==> src/rtl/sha256_pad.sv <==
// Collects a byte stream into one FIPS 180-4 padded 512-bit SHA-256 block and holds it until acknowledged.
// Optional build macro LINE_TERM_EN: a CR (0x0D) or LF (0x0A) byte ends the message and is not stored.
module sha256_pad #(
    parameter int MAX_LEN = 55
) (
    input  logic         clk,
    input  logic         reset,
    input  logic [7:0]   in_data,
    input  logic         in_valid,
    input  logic         in_last,
    output logic         in_ready,
    output logic [0:511] blk,
    output logic         blk_valid,
    input  logic         blk_ack,
    output logic [5:0]   len_bytes,
    output logic         ovf
);

    generate
        if (MAX_LEN < 1 || MAX_LEN > 55) begin : g_bad_max_len
            $error("sha256_pad: MAX_LEN must be within 1..55");
        end
    endgenerate

    localparam logic [5:0] MAX_L = 6'(MAX_LEN);

    typedef enum logic [1:0] {
        S_COLLECT = 2'd0,
        S_PAD     = 2'd1,
        S_HOLD    = 2'd2
    } state_t;

    state_t         r_state;
    state_t         w_next;
    logic [0:511]   r_blk;
    logic [5:0]     r_len;
    logic           r_ovf;
    logic           w_accept;
    logic           w_room;
    logic           w_term;
    logic [8:0]     w_bitpos;

`ifdef LINE_TERM_EN
    assign w_term = (in_data == 8'h0D) || (in_data == 8'h0A);
`else
    assign w_term = 1'b0;
`endif

    assign w_accept = in_valid && (r_state == S_COLLECT);
    assign w_room   = (r_len < MAX_L);
    // Bit offset of the next free byte; also equals the message bit length.
    assign w_bitpos = {r_len, 3'b000};

    always_ff @(posedge clk or posedge reset) begin
        if (reset) begin
            r_state <= S_COLLECT;
        end else begin
            r_state <= w_next;
        end
    end

    always_comb begin
        w_next    = r_state;
        in_ready  = 1'b0;
        blk_valid = 1'b0;
        case (r_state)
            S_COLLECT: begin
                in_ready = 1'b1;
                if (in_valid && (in_last || w_term)) begin
                    w_next = S_PAD;
                end
            end
            S_PAD: begin
                w_next = S_HOLD;
            end
            S_HOLD: begin
                blk_valid = 1'b1;
                if (blk_ack) begin
                    w_next = S_COLLECT;
                end
            end
            default: begin
                w_next = S_COLLECT;
            end
        endcase
    end

    always_ff @(posedge clk or posedge reset) begin
        if (reset) begin
            r_blk <= '0;
            r_len <= '0;
            r_ovf <= 1'b0;
        end else begin
            case (r_state)
                S_COLLECT: begin
                    // Terminator bytes are consumed without touching the block or counters.
                    if (w_accept && !w_term) begin
                        if (w_room) begin
                            r_blk[w_bitpos +: 8] <= in_data;
                            r_len                <= r_len + 6'd1;
                        end else begin
                            r_ovf <= 1'b1;
                        end
                    end
                end
                S_PAD: begin
                    r_blk[w_bitpos +: 8] <= 8'h80;
                    r_blk[448:511]       <= {55'b0, w_bitpos};
                end
                S_HOLD: begin
                    if (blk_ack) begin
                        r_blk <= '0;
                        r_len <= '0;
                        r_ovf <= 1'b0;
                    end
                end
                default: begin
                end
            endcase
        end
    end

    assign blk       = r_blk;
    assign len_bytes = r_len;
    assign ovf       = r_ovf;

endmodule

==> config.mk <==
export PLATFORM = sky130hd
export DESIGN_NAME = sha256_pad
export DESIGN_NICKNAME = d
export VERILOG_FILES = /design/src/rtl/sha256_pad.sv
export SDC_FILE = /design/constraint.sdc
export NUM_CORES = 1
export LEC_CHECK = 0
export BUFFER_PORTS_ARGS = -buffer_cell sky130_fd_sc_hd__buf_2
export CAP_MARGIN = 20
export CORE_MARGIN = 3
export CORE_UTILIZATION = 45
export CTS_BUF_LIST = sky130_fd_sc_hd__clkbuf_8 sky130_fd_sc_hd__clkbuf_16
export DETAILED_ROUTE_END_ITERATION = 10
export PLACE_DENSITY = 0.83
export RECOVER_POWER = 50
export SYNTH_ARGS = -nofsm -noshare
export SYNTH_HDL_FRONTEND = slang
export SYNTH_SLANG_ARGS = --single-unit
==> constraint.sdc <==
create_clock -name clk -period 16.9 [get_ports clk]
set_clock_uncertainty 0.1 [all_clocks]
set_input_delay 3.38 -clock clk [delete_from_list [all_inputs] [get_ports clk]]
set_output_delay 3.38 -clock clk [all_outputs]
set_load 0.02 [all_outputs]
==> out/results.txt <==
top-area cell type share of the netlist area = 58.6%
Placer Congestion = 0.911
fraction of registers with async set/reset = 100%
total wire length = 86,500 um
layout cells sized above 1 = 17.3%
Cell Pwr Density = 161 mW/mm^2
clock sinks = 521
core footprint = 0.0483 sq mm
# rows = 80
Detailed Place HPWL = 60,900 um
post-synth top area cell = dfrtp_1
Post-CTS Setup Repair Bufs = 0
Mapped Area = 0.0223 sq mm
Critical Path Start Type = input port
Final min period = 6.71 ns
failing checks = capacitance limit, slew limit
Crit path required time = 17.30 ns
Slowest-stage cell, CP = o2111a_1
CTS Buf Count = 54
#FFs+latches synth = 521
synthesis-to-finish area growth = 20.4%
Hold Buf Count CTS = 0
global-route wire length before repair = 129,000 um
DRT Pass-1 Iters = 7
Clk Latency, worst-skew pair = 0.61 ns
sequential fraction of the synthesis area = 58.6%
relative max-transition margin = -47.9%
Detailed Route Iter0 Violations = 1,992
Final WS setup = 10.19 ns
gr usage total = 32.1%
CTS resizes = 0
CP max FO = 83
initial antenna violation count = 2
# setup viols final = 0
kind of critical path = input port to flop
clock slew seen by the registers of the worst setup and hold paths = 0.06 ns
R2R depth = 7
type of the tightest min-delay check = flop to flop
filler cell count = 4,141
Post-DRT Antenna Nets = 0
syn avg cell area = 11.8 sq um
Worst R2R Start = len_bytes[0]
Hold WS = 0.388 ns
Final Cycle Share = 39.7%
Root Buffer = clkbuf_16
slowest stage delay, CP = 1.49 ns
CTS tree = done
most common cell in the synthesized netlist = dfrtp_1
Vias/cell = 6.42
Place WS = 10.52 ns
die extent in y = 228 um
Longest Clk Path Bufs = 3
delay-heaviest family, CP = compound AO/OA/AOI/OAI gates
net count after synthesis = 1,910
grt total ovfl = 0
Final Hold Viols = 0
fmax = 149 MHz
final net count = 2,393
Final Slew Violations = 164
worst vdd ir = 0.0833 mV
number of distinct library cells after synthesis = 73
io pins = 534
H-Tree Depth = 2
Port Buffers = 533
most area-consuming cells after synthesis = dfrtp_1 59%, o2bb2ai_1 10%, a22o_1 6.6%, nand2_1 1.7%, o31ai_1 1.7%
worst hold stages = 1
synth cell count leaders = 521 x dfrtp_1, 256 x o2bb2ai_1, 168 x a22o_1
vias in the first global route = 19,700
maxcap violations = 4
Most used DFF post-synth = dfrtp_1
die area = 0.0522 sq mm
die width = 228 um
status = complete, but fails checks
largest net degree at the start of global routing = 172
flop2flop setup slack = 11.94 ns
number of synthesized flops with an enable pin = 0
drt wl/cell = 28.2 um
drt drc = 0
synth warn = 0
final setup TNS = 0 ns
Via Count = 19,700
Arr. time, crit path = 7.11 ns
worst-margin pin slew = 2.22 ns
Initial Util = 46.0%
post-synthesis instance total = 1,887
Critical path buffers and inverters = 2
worst-path cell chain = clkbuf_1 > nand2b_1 > o2111a_1 > buf_4 > nand3_1 > o21ai_0
Leakage Power = 12.2 nW
kind of end point of the critical path = flop
RSZ-0062 raised after global routing = no
[layout by cell type (no fill, tap or decap), drive strengths merged, types with 7 or more instances in the layout]
cell     netlist  layout
o31ai         51      51
dfrtp        521     521
buf           83     258
clkinv         2      17
and2          14      14
o2bb2ai      256     256
o22ai         16      16
nand3         75      75
clkbuf        55     368
nand2b        23      23
inv           42      56
nor2b         14      14
o21ai        108     108
nand2        104     104
nor2          94      94
nor3          26      26
nand4          8       8
a21boi         7       7
bufinv         0       7
mux2          13      13
a21o          11      11
and3          16      16
a22o         168     168
a32o          23      23
a31oi         32      32
a21oi         45      45
ha            10      10
[area by class of cell]
| cell class | instances | area (sq um) | area share [%] |
|---|---|---|---|
| timing repair buffer | 565 | 2560 | 9.57 |
| clock inverter | 39 | 410 | 1.53 |
| antenna | 1 | 2.50 | 0.00934 |
| sequential | 521 | 13000 | 48.7 |
| clock buffer | 61 | 1460 | 5.44 |
| multi-input combinational | 1184 | 8330 | 31.1 |
| tap | 656 | 821 | 3.06 |
| inverter | 44 | 166 | 0.621 |
[per-layer routing]
layer  GRT usage (%)  up-vias  share of wire, %
met3            6.88      237               9.0
met1            41.5    10100                39
met2            52.4     1232                47
li1                -     8159                 -
met4            13.6        4               4.6
met5               0        -             0.039
[power breakdown]
group          internal [mW]  total, mW  switching (mW)  leakage, nW
sequential              1.32       1.37          0.0537         7.26
clock                  0.729       1.25           0.517        0.962
combinational          0.355       1.69            1.33         3.96
[worst max-delay path by stage]
stage	slack, ns	cells after the start	endpoint	start
after floorplan	6.34	1	asynchronous set/reset pin	reset
after global placement	10.70	6	flop	in_valid
after detailed placement	10.52	6	flop	in_valid
after CTS	11.18	6	flop	in_valid
after global routing	9.98	6	flop	blk_ack
final	10.19	6	flop	blk_ack
[worst register-to-register path, cell delays in order (launching register included)]
cell	delay, ns
dfrtp_1	0.47
buf_4	0.30
ha_1	0.34
a21oi_4	0.26
o2111a_1	1.49
buf_4	0.89
nand3_1	0.66
o21ai_0	0.35
[cells by family (layout without fill, tap and decap cells)]
| group | Yosys count | in the layout | synth area share [%] |
|---|---|---|---|
| fa+ha+maj | 10 | 10 | 0.562 |
| compound gates | 736 | 736 | 26.0 |
| other cells | 0 | 1 | 0 |
| flops | 521 | 521 | 58.6 |
| mux | 19 | 19 | 0.927 |
| buf+inv | 182 | 709 | 3.82 |
| simple gates | 419 | 419 | 10.1 |
[through the flow]
step	util [%]	power (mW)	cell area [sq um]	cells
after floorplan	-	2.48	22300	1887
after global placement	52.5	3.00	25400	2968
after detailed placement	52.6	3.07	25400	2969
after CTS	56.4	4.31	27300	3069
after global routing	55.4	4.47	26800	3070
final	55.4	4.30	26800	3071
Note: power is estimated with default switching activity, not from simulation.
